### config.mk
export PLATFORM = sky130hd
export DESIGN_NAME = vga_timing_gen
export DESIGN_NICKNAME = d
export VERILOG_FILES = /design/src/rtl/vga_timing_pkg.sv /design/src/rtl/vga_timing_gen_wrap_counter.sv /design/src/rtl/vga_timing_gen.sv
export SDC_FILE = /design/constraint.sdc
export NUM_CORES = 1
export LEC_CHECK = 0
export CAP_MARGIN = 20
export CELL_PAD_IN_SITES_DETAIL_PLACEMENT = 0
export CELL_PAD_IN_SITES_GLOBAL_PLACEMENT = 2
export CORE_AREA = 2 2 80 82
export CTS_CLUSTER_SIZE = 20
export DETAILED_ROUTE_END_ITERATION = 6
export DIE_AREA = 0 0 82 84
export PLACE_DENSITY = 0.81
export SLEW_MARGIN = 20
export SYNTH_ARGS = -nofsm -noshare
export SYNTH_HDL_FRONTEND = slang
export SYNTH_HIERARCHICAL = 1
export SYNTH_SLANG_ARGS = --single-unit
### constraint.sdc
create_clock -name clk -period 2 [get_ports clk]
set_input_delay 0.4 -clock clk [delete_from_list [all_inputs] [get_ports clk]]
set_output_delay 0.4 -clock clk [all_outputs]
set_load 0.005 [all_outputs]
### src/rtl/vga_timing_pkg.sv
// Shared VGA 640x480@60 timing constants.
// Used by the timing generator and by the pattern generators.
package vga_timing_pkg;

  localparam int VGA_H_VISIBLE = 640;
  localparam int VGA_H_FRONT   = 16;
  localparam int VGA_H_SYNC    = 96;
  localparam int VGA_H_BACK    = 48;
  localparam int VGA_H_TOTAL   = VGA_H_VISIBLE + VGA_H_FRONT
                               + VGA_H_SYNC + VGA_H_BACK;

  localparam int VGA_V_VISIBLE = 480;
  localparam int VGA_V_FRONT   = 10;
  localparam int VGA_V_SYNC    = 2;
  localparam int VGA_V_BACK    = 33;
  localparam int VGA_V_TOTAL   = VGA_V_VISIBLE + VGA_V_FRONT
                               + VGA_V_SYNC + VGA_V_BACK;

  localparam int VGA_CNT_W     = 10;
  localparam int VGA_FRAME_W   = 8;

  localparam int VGA_H_CENTER  = VGA_H_VISIBLE / 2;
  localparam int VGA_V_CENTER  = VGA_V_VISIBLE / 2;

  // Sizes a timing constant to the counter width so every
  // compare against hpos/vpos is 10-bit unsigned.
  function automatic logic [VGA_CNT_W-1:0] cnt_const(
    input int v
  );
    return VGA_CNT_W'(v);
  endfunction

endpackage

### src/rtl/vga_timing_gen_wrap_counter.sv
// Modulo-N up counter with enable and a wrap strobe.
// Ports: clk, rst (async high), en, count, wrap.
module wrap_counter #(
  parameter int WIDTH   = 10,
  parameter int MODULUS = 800
) (
  input  logic             clk,
  input  logic             rst,
  input  logic             en,
  output logic [WIDTH-1:0] count,
  output logic             wrap
);

  localparam logic [WIDTH-1:0] LAST = WIDTH'(MODULUS - 1);

  logic [WIDTH-1:0] count_q;
  logic [WIDTH-1:0] count_d;
  logic             at_last;

  // >= keeps the counter bounded even from an
  // unexpected out-of-range value.
  assign at_last = (count_q >= LAST);
  assign wrap    = en && at_last;
  assign count   = count_q;

  always_comb begin
    count_d = count_q;
    if (wrap) begin
      count_d = '0;
    end else if (en) begin
      count_d = count_q + 1'b1;
    end
  end

  always_ff @(posedge clk or posedge rst) begin
    if (rst) begin
      count_q <= '0;
    end else begin
      count_q <= count_d;
    end
  end

endmodule

### src/rtl/vga_timing_gen.sv
// VGA raster timing: pixel/line counters, syncs, blanking, frame tick.
// Ports: clk, rst, x, y, hsync, vsync, display_on, next_frame, frame_count.
module vga_timing_gen
  import vga_timing_pkg::*;
#(
  parameter int H_VISIBLE = VGA_H_VISIBLE,
  parameter int H_FRONT   = VGA_H_FRONT,
  parameter int H_SYNC    = VGA_H_SYNC,
  parameter int H_BACK    = VGA_H_BACK,
  parameter int V_VISIBLE = VGA_V_VISIBLE,
  parameter int V_FRONT   = VGA_V_FRONT,
  parameter int V_SYNC    = VGA_V_SYNC,
  parameter int V_BACK    = VGA_V_BACK
) (
  input  logic                   clk,
  input  logic                   rst,
  output logic [VGA_CNT_W-1:0]   x,
  output logic [VGA_CNT_W-1:0]   y,
  output logic                   hsync,
  output logic                   vsync,
  output logic                   display_on,
  output logic                   next_frame,
  output logic [VGA_FRAME_W-1:0] frame_count
);

  localparam int H_TOTAL = H_VISIBLE + H_FRONT + H_SYNC + H_BACK;
  localparam int V_TOTAL = V_VISIBLE + V_FRONT + V_SYNC + V_BACK;

  localparam logic [VGA_CNT_W-1:0] H_VIS_C =
    cnt_const(H_VISIBLE);
  localparam logic [VGA_CNT_W-1:0] H_SYN_FIRST =
    cnt_const(H_VISIBLE + H_FRONT);
  localparam logic [VGA_CNT_W-1:0] H_SYN_LAST =
    cnt_const(H_VISIBLE + H_FRONT + H_SYNC - 1);
  localparam logic [VGA_CNT_W-1:0] V_VIS_C =
    cnt_const(V_VISIBLE);
  localparam logic [VGA_CNT_W-1:0] V_SYN_FIRST =
    cnt_const(V_VISIBLE + V_FRONT);
  localparam logic [VGA_CNT_W-1:0] V_SYN_LAST =
    cnt_const(V_VISIBLE + V_FRONT + V_SYNC - 1);

  logic [VGA_CNT_W-1:0]   hpos;
  logic [VGA_CNT_W-1:0]   vpos;
  logic                   h_wrap;
  logic                   v_wrap_unused;
  logic [VGA_FRAME_W-1:0] frame_count_q;
  logic [VGA_FRAME_W-1:0] frame_count_d;

  wrap_counter #(
    .WIDTH   (VGA_CNT_W),
    .MODULUS (H_TOTAL)
  ) u_hcnt (
    .clk   (clk),
    .rst   (rst),
    .en    (1'b1),
    .count (hpos),
    .wrap  (h_wrap)
  );

  wrap_counter #(
    .WIDTH   (VGA_CNT_W),
    .MODULUS (V_TOTAL)
  ) u_vcnt (
    .clk   (clk),
    .rst   (rst),
    .en    (h_wrap),
    .count (vpos),
    .wrap  (v_wrap_unused)
  );

  assign x = hpos;
  assign y = vpos;

  assign display_on = (hpos < H_VIS_C) && (vpos < V_VIS_C);

  assign hsync = !((hpos >= H_SYN_FIRST) &&
                   (hpos <= H_SYN_LAST));

  assign vsync = !((vpos >= V_SYN_FIRST) &&
                   (vpos <= V_SYN_LAST));

  // First pixel of the first blank line: once per frame,
  // and never after a reset until the raster gets there.
  assign next_frame = (hpos == '0) && (vpos == V_VIS_C);

  assign frame_count = frame_count_q;

  always_comb begin
    frame_count_d = frame_count_q;
    if (next_frame) begin
      frame_count_d = frame_count_q + 1'b1;
    end
  end

  always_ff @(posedge clk or posedge rst) begin
    if (rst) begin
      frame_count_q <= '0;
    end else begin
      frame_count_q <= frame_count_d;
    end
  end

endmodule

==> results of run 1 <==
worst max path at each step:
| stage | from | endpoint | depth (start not counted) |
|---|---|---|---|
| final | u_vcnt/count[5] | vsync | 6 |
| after floorplan | u_hcnt/count[0] | u_vcnt/count[9] | 7 |
| after global routing | u_vcnt/count[5] | vsync | 6 |
| after CTS | u_vcnt/count[6] | vsync | 6 |
| after global placement | u_vcnt/count[4] | next_frame | 3 |
| after detailed placement | u_vcnt/count[5] | next_frame | 4 |
synth_stat cells, drive strengths merged (3+ instances only):
library cell  number  area share [%]
nor4               3             2.1
a21oi              3            0.92
nor3              11             3.7
nand3             15             4.9
or4                6             3.0
nand4              7             3.1
ha                 4             3.1
o21ai              7             2.2
xor2              10             5.4
o31ai              4             2.7
nor2              11             2.7
nand2             14             3.7
or3                3             1.2
dfrtp             28              43
o22ai              3             1.2
inv               11             2.5
nand2b             5             1.9
o311ai             3             2.1
sequential cells by signal, indices dropped and copies added, names as in the netlist:
register,count
frame_count,8
u_hcnt/count,10
u_vcnt/count,10
per-stage QoR:
stage	cell area (um2)	TNS, ns	power (mW)	util (%)	hold slack [ns]
after detailed placement	2260	-0.153	1.08	37.1	0.467
after CTS	2370	-0.113	1.46	38.9	0.479
after global routing	2400	-0.103	1.56	39.4	0.496
after global placement	2260	-0.121	1.08	37.1	0.456
after floorplan	1630	0	0.829	-	0.216
final	2400	0	1.47	39.4	0.474
area by class of cell:
type,instances,area share (%)
multi-input cells,129,37.7
flip-flops and latches,28,29.2
repair buffers,70,25.0
well taps,77,4.01
clock buffers,4,2.29
inverters,11,1.72
worst max-delay path: stages (launching register included):
cell and delay (ns):
dfrtp_1 0.36, nand4_1 0.14, or4_4 0.45, buf_6 0.14
inv_2 0.04, nand3_2 0.07, buf_2 0.13
routing by layer:
metal / GRT usage (%) / wire length [um] / up-vias
li1: - / - / 761
met1: 18.4 / 2090 / 723
met2: 20.3 / 2000 / 34
met3: 2.81 / 151 / 2
met4: 3.18 / 47 / 0
met5: 0 / 0 / -
kinds of logic (layout without fill, tap and decap cells):
group | count (synthesis) | after routing | share of synthesized area (%)
other cells | 1 | 2 | 0.231
xor+xnor | 11 | 11 | 5.92
fa+ha+maj | 4 | 4 | 3.08
compound gates | 26 | 26 | 12.1
mux | 3 | 3 | 1.92
flops | 28 | 28 | 43.1
buf+inv | 14 | 85 | 3.77
simple gates | 83 | 83 | 29.9
power breakdown:
| part | switching (mW) | internal, mW | total [mW] | leakage (nW) |
|---|---|---|---|---|
| Sequential | 0.0448 | 0.615 | 0.660 | 0.345 |
| Combinational | 0.209 | 0.250 | 0.460 | 0.722 |
| Clock | 0.170 | 0.176 | 0.346 | 0.0288 |
timing repair:
item / CTS / global route
endpoints found under the setup margin: 4 / 7
pin swaps: 3 / 4
hold buffers: 0 / 0
hold endpoints to repair: 0 / 0
buffers inserted: 5 / 2
resized for setup: 19 / 4
==> impl_metrics.py, run 1 <==
metrics = {
    "logic_synthesis": {
        "synth_area_um2": 1630,
        "synthCells": 170,
        "synth_edf_count": 0,
        "synthArstFlopShare_pct": 100,
        "ys_seq_elements": 28,
        "synth_area_per_cell_um2": 9.57,
        "yosys_warnings": 6,
        "synth-seq-area-share_pct": 43.1,
        "ys_types": 48,
        "synth_ff_type": "dfrtp_1",
    },
    "placement": {
        "dp_hpwl_mm": 3.15,
        "port_buffers": 33,
        "post-place-ws_ns": -0.102,
        "place_congestion": 0.771,
        "placedCellCount": 308,
    },
    "hold_path": {
        "hold_class": "input port to async pin",
    },
    "sta": {
        "min_period_ns": 2.00,
        "fin_crit_sh_pct": 99.8,
        "skew_ns": 0.00364,
        "hold_violations": 0,
        "setup_violations": 0,
        "max_freq_mhz": 501,
        "worst_slack_ns": 0.00404,
        "rsz0062_at_grt": "true",
        "slew_violations": 0,
    },
    "drt": {
        "via_per_inst": 4.76,
        "drtAntennaViolNets": 0,
        "routedWlPerCell_um": 13.4,
        "num_vias": 1520,
        "first_pass_iters": 4,
        "drtIter0Drc": 60,
        "finalWirelength_mm": 4.29,
        "post-route-drc-count": 0,
    },
    "grt": {
        "overflow": 0,
        "grt_pass1_wl_mm": 6.89,
        "antenna_found_initial": 0,
        "grt_max_degree": 20,
        "globalRouteTotalUtil_pct": 13.1,
        "grt_pass1_vias": 1415,
    },
    "setup_path": {
        "reg2reg_from": "u_vcnt/count[6]",
        "crit_fanout": 2,
        "r2r_setup_slack_ns": 0.09,
        "worstPathArrival_ns": 1.60,
        "worstSetupEndpointType": "primary output",
        "crit_required_ns": 1.60,
        "criticalPathCategory": "flop to primary output",
        "r2r_cells": 6,
        "rr_endpoint": "u_vcnt/count[3]",
        "cp-start-kind": "flop",
    },
    "finish": {
        "layout.area.seq_um2": 702,
        "final_cell_mix": "buf_4 (36), clkdlybuf4s50_1 (29), dfrtp_1 (27)",
        "final_common_cell": "buf_4",
        "antenna_cells": 0,
        "stdcell_count": 319,
        "nFillCells": 637,
        "multi_input_area_um2": 906,
        "drive_above_1_share_pct": 27.3,
        "area_delta_synth_final_pct": 47.5,
        "nets": 249,
    },
    "die": {
        "die-area_um2": 6890,
        "die_h_um": 84,
        "core_area_um2": 6100,
        "start_util_pct": 26.7,
        "std_cell_rows": 29,
        "io_pins": 34,
        "fp.dieW_um": 82,
    },
    "clocking": {
        "htree_levels": 1,
        "cts_tree": "built",
        "path_clk_slew_ns": 0.09,
        "cts_root_buffer": "clkbuf_8",
        "clock-sinks": 28,
        "numCtsBuffers": 3,
        "clock_latency_ns": 0.27,
        "ctsLongestPathBuffers": 2,
    },
    "pwr": {
        "leakagePower_nw": 1.10,
        "vdd_drop_max_v": 0.000335,
        "power.density_nw_per_um2": 611,
    },
    "run": {
        "maxCapViolCount": 0,
    },
    "run_status": {
        "status": "finished clean",
    },
}
Power figures use the tool's default switching activity.
==> run 2: changes to the inputs <==
--- a/config.mk
+++ b/config.mk
@@ -8,10 +8,10 @@
 export CAP_MARGIN = 20
 export CELL_PAD_IN_SITES_DETAIL_PLACEMENT = 0
 export CELL_PAD_IN_SITES_GLOBAL_PLACEMENT = 2
-export CORE_AREA = 2 2 80 82
+export CORE_AREA = 2 2 92 72
 export CTS_CLUSTER_SIZE = 20
 export DETAILED_ROUTE_END_ITERATION = 6
-export DIE_AREA = 0 0 82 84
+export DIE_AREA = 0 0 94 74
 export PLACE_DENSITY = 0.81
 export SLEW_MARGIN = 20
 export SYNTH_ARGS = -nofsm -noshare
==> run 2 against run 1 <==
Against the previous run:
- combinational power decreased by 7.6%
- via count down 1.9%
- hold slack worse by 0.037 ns
- core utilization shrank 1.3 points
- first-iteration DRC count grew 60%
- critical path depth decreased by 1
- register-to-register slack improved by 0.04 ns
- sequential power down 0.8%
- critical path type unchanged
- critical endpoint unchanged
- largest power group unchanged
- highest routed layer unchanged
==> impl_metrics.py, run 2 (same netlist as run 1, synthesis figures left out) <==
metrics = {
    "grt": {
        "grt_max_degree": 20,
        "grt_pass1_wl_mm": 6.80,
        "grt_pass1_vias": 1404,
        "overflow": 0,
        "globalRouteTotalUtil_pct": 12.4,
        "antenna_found_initial": 0,
    },
    "placement": {
        "place_congestion": 0.751,
        "port_buffers": 33,
        "dp_hpwl_mm": 3.19,
        "placedCellCount": 310,
    },
    "sta": {
        "hold_violations": 0,
        "fin_crit_sh_pct": 96.0,
        "min_period_ns": 1.92,
        "skew_ns": 0.00212,
        "rsz0062_at_grt": "true",
        "setup_violations": 0,
        "slew_violations": 0,
        "max_freq_mhz": 521,
        "final.setup.tns_ns": 0,
    },
    "die": {
        "core_area_um2": 6100,
        "die-area_um2": 6960,
        "std_cell_rows": 25,
        "start_util_pct": 26.7,
        "die_h_um": 74,
        "fp.dieW_um": 94,
        "io_pins": 34,
    },
    "finish": {
        "nFillCells": 629,
        "area_delta_synth_final_pct": 42.8,
        "final_common_cell": "clkdlybuf4s50_1",
        "drive_above_1_share_pct": 23.6,
        "stdcell_count": 314,
        "final_cell_mix": "clkdlybuf4s50_1 (29), dfrtp_1 (27), buf_4 (26)",
        "antenna_cells": 0,
        "nets": 240,
    },
    "clocking": {
        "numCtsBuffers": 3,
        "cts_root_buffer": "clkbuf_8",
        "clock-sinks": 28,
        "ctsLongestPathBuffers": 2,
        "postCtsSetupBuffers": 0,
        "htree_levels": 1,
        "clock_latency_ns": 0.27,
        "ctsHoldBuffers": 0,
        "cts_tree": "built",
        "path_clk_slew_ns": 0.09,
    },
    "drt": {
        "routedWlPerCell_um": 13.1,
        "via_per_inst": 4.75,
        "drtIter0Drc": 96,
        "post-route-drc-count": 0,
        "first_pass_iters": 4,
        "drtAntennaViolNets": 0,
        "num_vias": 1491,
        "finalWirelength_mm": 4.12,
    },
    "pwr": {
        "leakagePower_nw": 1.07,
        "power.density_nw_per_um2": 615,
        "total_power_mw": 1.43,
        "vdd_drop_max_v": 0.000274,
    },
    "hold_path": {
        "hold_class": "input port to async pin",
    },
    "setup_path": {
        "r2r_setup_slack_ns": 0.13,
        "worstSetupEndpointType": "primary output",
        "cp-startpoint": "u_vcnt/count[7]",
        "rr_endpoint": "u_vcnt/count[3]",
        "criticalPathCategory": "flop to primary output",
        "crit_fanout": 3,
        "reg2reg_from": "u_vcnt/count[7]",
        "crit_end": "vsync",
        "worstPathArrival_ns": 1.52,
        "crit_required_ns": 1.60,
        "cp-start-kind": "flop",
        "r2r_cells": 5,
    },
    "run": {
        "maxCapViolCount": 0,
    },
    "run_status": {
        "status": "finished clean",
    },
}
## run 2: cell types whose count changed in the layout (fill, tap and decap cells not counted), sizes merged
| cell | delta |
|---|---|
| dlygate4sd2 | +1 |
| clkbuf | -1 |
| buf | -8 |
| dlymetal6s2s | -1 |
## run 2: through the flow
step | utilization [%] | setup WS [ns] | hold slack [ns] | cell area, um2
5_1_grt | 38.1 | -0.0106 | 0.481 | 2320
3_3_place_gp | 36.9 | -0.124 | 0.455 | 2250
2_1_floorplan | - | 0.0143 | 0.216 | 1630
3_5_place_dp | 36.9 | -0.162 | 0.458 | 2250
4_1_cts | 37.9 | 0.0627 | 0.438 | 2310
6_report | 38.1 | 0.0792 | 0.437 | 2320
## run 2: final cells by class
type | instances | area, um2 | share of cell area [%]
clock buffer | 4 | 55.1 | 2.37
multi-input combinational | 129 | 892 | 38.4
sequential | 28 | 702 | 30.2
inverter | 11 | 41.3 | 1.78
timing repair buffer | 61 | 532 | 22.9
tap | 81 | 101 | 4.36
## run 2: power breakdown
part	internal (mW)	switching, mW	leakage (nW)
sequential	0.615	0.0396	0.345
combinational	0.233	0.192	0.693
clock	0.176	0.172	0.0288
## run 2: critical path, cell delays in order, from the launching register on
cell and delay, ns:
dfrtp_1 0.36, nand4_1 0.14, or4_4 0.48, inv_2 0.06, nand3_1 0.07, buf_2 0.13
## run 2: worst min path at each step
stage	from	endpoint	slack, ns	cells past startpoint
floorplan	rst	frame_count[0]	0.22	1
global placement	frame_count[7]	frame_count[7]	0.46	1
detailed placement	frame_count[7]	frame_count[7]	0.46	1
CTS	rst	frame_count[5]	0.44	2
global route	rst	frame_count[5]	0.48	2
finish	rst	frame_count[5]	0.44	2
## run 2: timing repair
item,CTS,global route
pin swaps,3,0
endpoints found under the setup margin,4,4
resized for setup,20,3
## run 2: routing by layer
metal	routed length [um]	track usage, %	vias to the layer above	share of wire (%)
met5	0	0	-	0
met1	2030	17.9	714	49
met3	264	2.74	2	6.4
met2	1810	19.8	36	44
li1	-	-	739	-
met4	19	1.93	0	0.46
==> patch: new RTL, config.mk and constraints of run 2 <==
Set the package constant `VGA_FRAME_W` to 6 (it was 8).
--- a/src/rtl/vga_timing_pkg.sv
+++ b/src/rtl/vga_timing_pkg.sv
@@ -17,7 +17,7 @@
                                + VGA_V_SYNC + VGA_V_BACK;
 
   localparam int VGA_CNT_W     = 10;
-  localparam int VGA_FRAME_W   = 8;
+  localparam int VGA_FRAME_W   = 6;
 
   localparam int VGA_H_CENTER  = VGA_H_VISIBLE / 2;
   localparam int VGA_V_CENTER  = VGA_V_VISIBLE / 2;
Interface: changed (resized frame_count); port bits go from 34 to 32. The function was not compared with the original's and may differ.
==> patch against run 2 <==
  * Routed wire length is 1.2% higher
  * Sequential power is 6.1% lower
  * Power is 3.8% higher
  * Area after synthesis is 5.8% lower
  * Sequential cell count is 2 lower
  * Utilization is 0.88 points lower
  * Clock power is 23% higher
  * Fmax is 3.5% lower
  * Setup slack worse by 0.070 ns
  * Worst hold slack worse by 0.028 ns
  * Sequential share of layout area is 1.5 points lower
  * Cell area is 2.3% lower
  * Critical path depth is 1 higher
==> patch: results (changes against run 2) <==
worst_setup_path:
  path_max_fanout: 2  # was 3
  startpoint: "u_vcnt/count[5]"  # was u_vcnt/count[7]
  cpMaxStageDelayCell: "or4_4"  # unchanged
  r2r-start: "u_hcnt/count[0]"  # was u_vcnt/count[7]
  critPathMaxStageDelay_ns: 0.46  # was 0.48 ns
  critPathTopFamily: "simple AND/OR/NAND/NOR gates"  # unchanged
  crit_arrival_ns: 1.59  # was 1.52 ns
  rrSetupSlack_ns: 0.12
route:
  top_layer: "met4"  # unchanged
  drt-initial-drc-count: 71  # was 96
  wl_per_cell_um: 13.6  # was 13.1 µm
  wl_met2_mm: 1.83  # was 1.81 mm
  drt-met1-wl_mm: 2.10  # was 2.03 mm
  via_per_inst: 4.64  # was 4.75
  wl_met3_um: 218  # was 264 µm
global_route:
  use_met3_pct: 3.04  # was 2.74%
  grtUsageMet2_pct: 18.8  # was 19.8%
  first_global_vias: 1274  # was 1404
  grt_pass1_wl_mm: 6.67  # was 6.80 mm
  grt.total_usage_pct: 12.5  # was 12.4%
  antenna_found_initial: 0  # unchanged
  grt_max_degree: 20  # unchanged
  grt_util_met1_pct: 18.3  # was 17.9%
place:
  dp_hpwl_mm: 3.21  # was 3.19 mm
  dp_cells: 300  # was 310
  dp_slack_ns: -0.0842  # was -0.162 ns
  io_buffer_count: 31  # was 33
  place.gp.congestion: 0.823  # was 0.751
final_layout:
  fin_cells: 308  # was 314
  drive_above_1_share_pct: 26.4  # was 23.6%
  layout.nets: 234  # was 240
  n_fill_cell: 628  # was 629
synth:
  synth_compound_area_share_pct: 12.8  # was 12.1%
  synth.distinct_cells: 46  # was 48
  synthMuxAreaShare_pct: 2.04  # was 1.92%
  syn_inst: 162  # was 170
  synth_fa_ha_area_share_pct: 3.27  # was 3.08%
  synthTopCellsByArea: "dfrtp_1, nand3_1, xor2_1"  # was dfrtp_1, xor2_1, nand3_1
  synth_xor_area_share_pct: 5.15  # was 5.92%
  synth.top_cells.by_count: "dfrtp_1, nand3_1, inv_1, nand2_1, nor2_1"  # was dfrtp_1, nand3_1, nand2_1, inv_1
  synth_top_flop_cell: "dfrtp_1"  # unchanged
  seq_area_frac_synth_pct: 42.5  # was 43.1%
pwr:
  peakVddDrop_mv: 0.275  # was 0.274 mV
  power_leakage_uw: 0.00102  # was 0.00107 µW
  switchingPower_uw: 404  # about the same
hold_path:
  hold_path_class: "input pin to async pin"  # unchanged
sta:
  skew_ns: 0.00185  # was 0.00212 ns
  period_minus_slack_ns: 1.99  # was 1.92 ns
clock_network:
  htree_levels: 1  # unchanged
  cts_root_buf: "clkbuf_8"  # unchanged
outcome:
  status: "completed"  # unchanged
patch: final cells by class:
cell class              instances  area share (%)
well taps                      81            4.47
clock inverters                 1            1.32
flip-flops and latches         26            28.7
multi-input cells             122            37.8
clock buffers                   3            1.82
inverters                      12            1.98
repair buffers                 63            24.0
patch: kinds of logic (layout without fill, tap and decap cells):
group / count (synthesis) / count (layout)
other: 1 / 2
xor gates and xnor gates: 9 / 9
and+or+nand+nor: 78 / 78
muxes: 3 / 3
adders and majority gates: 4 / 4
AOI/OAI and AO/OA: 26 / 26
DFF: 26 / 26
buffers and inverters: 15 / 79
patch: what timing repair did:
action / 4_1_cts / 5_1_grt
buffers inserted: 3 / 1
resized for setup: 17 / 6
pin swaps: 2 / 2
setup endpoints to repair: 4 / 9
patch: per-stage QoR:
step	hold WS (ns)	TNS (ns)	instance area [µm²]	utilization, %
6_report	0.409	0	2270	37.2
5_1_grt	0.441	-0.0664	2270	37.2
4_1_cts	0.411	-0.173	2240	36.7
3_5_place_dp	0.462	-0.151	2140	35.0
3_3_place_gp	0.456	-0.168	2140	35.0
2_1_floorplan	0.191	0	1540	-
patch: worst paths after layout:
| path | depth (start not counted) | endpoint |
|---|---|---|
| hold reg to reg | 1 | frame_count[5] |
| max in group asynchronous | 2 | u_hcnt/count[2] |
| setup / recovery | 6 | vsync |
| min in group clk | 1 | frame_count[5] |
| hold / removal | 2 | frame_count[5] |
| setup reg to reg | 7 | u_vcnt/count[8] |
patch: power by group through the flow:
stage               clock network [µW]  registers [µW]  logic, µW
floorplan                            0             666        121
global placement                     0             626        413
detailed placement                   0             626        412
CTS                                446             610        436
global route                       469             623        487
finish                             427             615        440
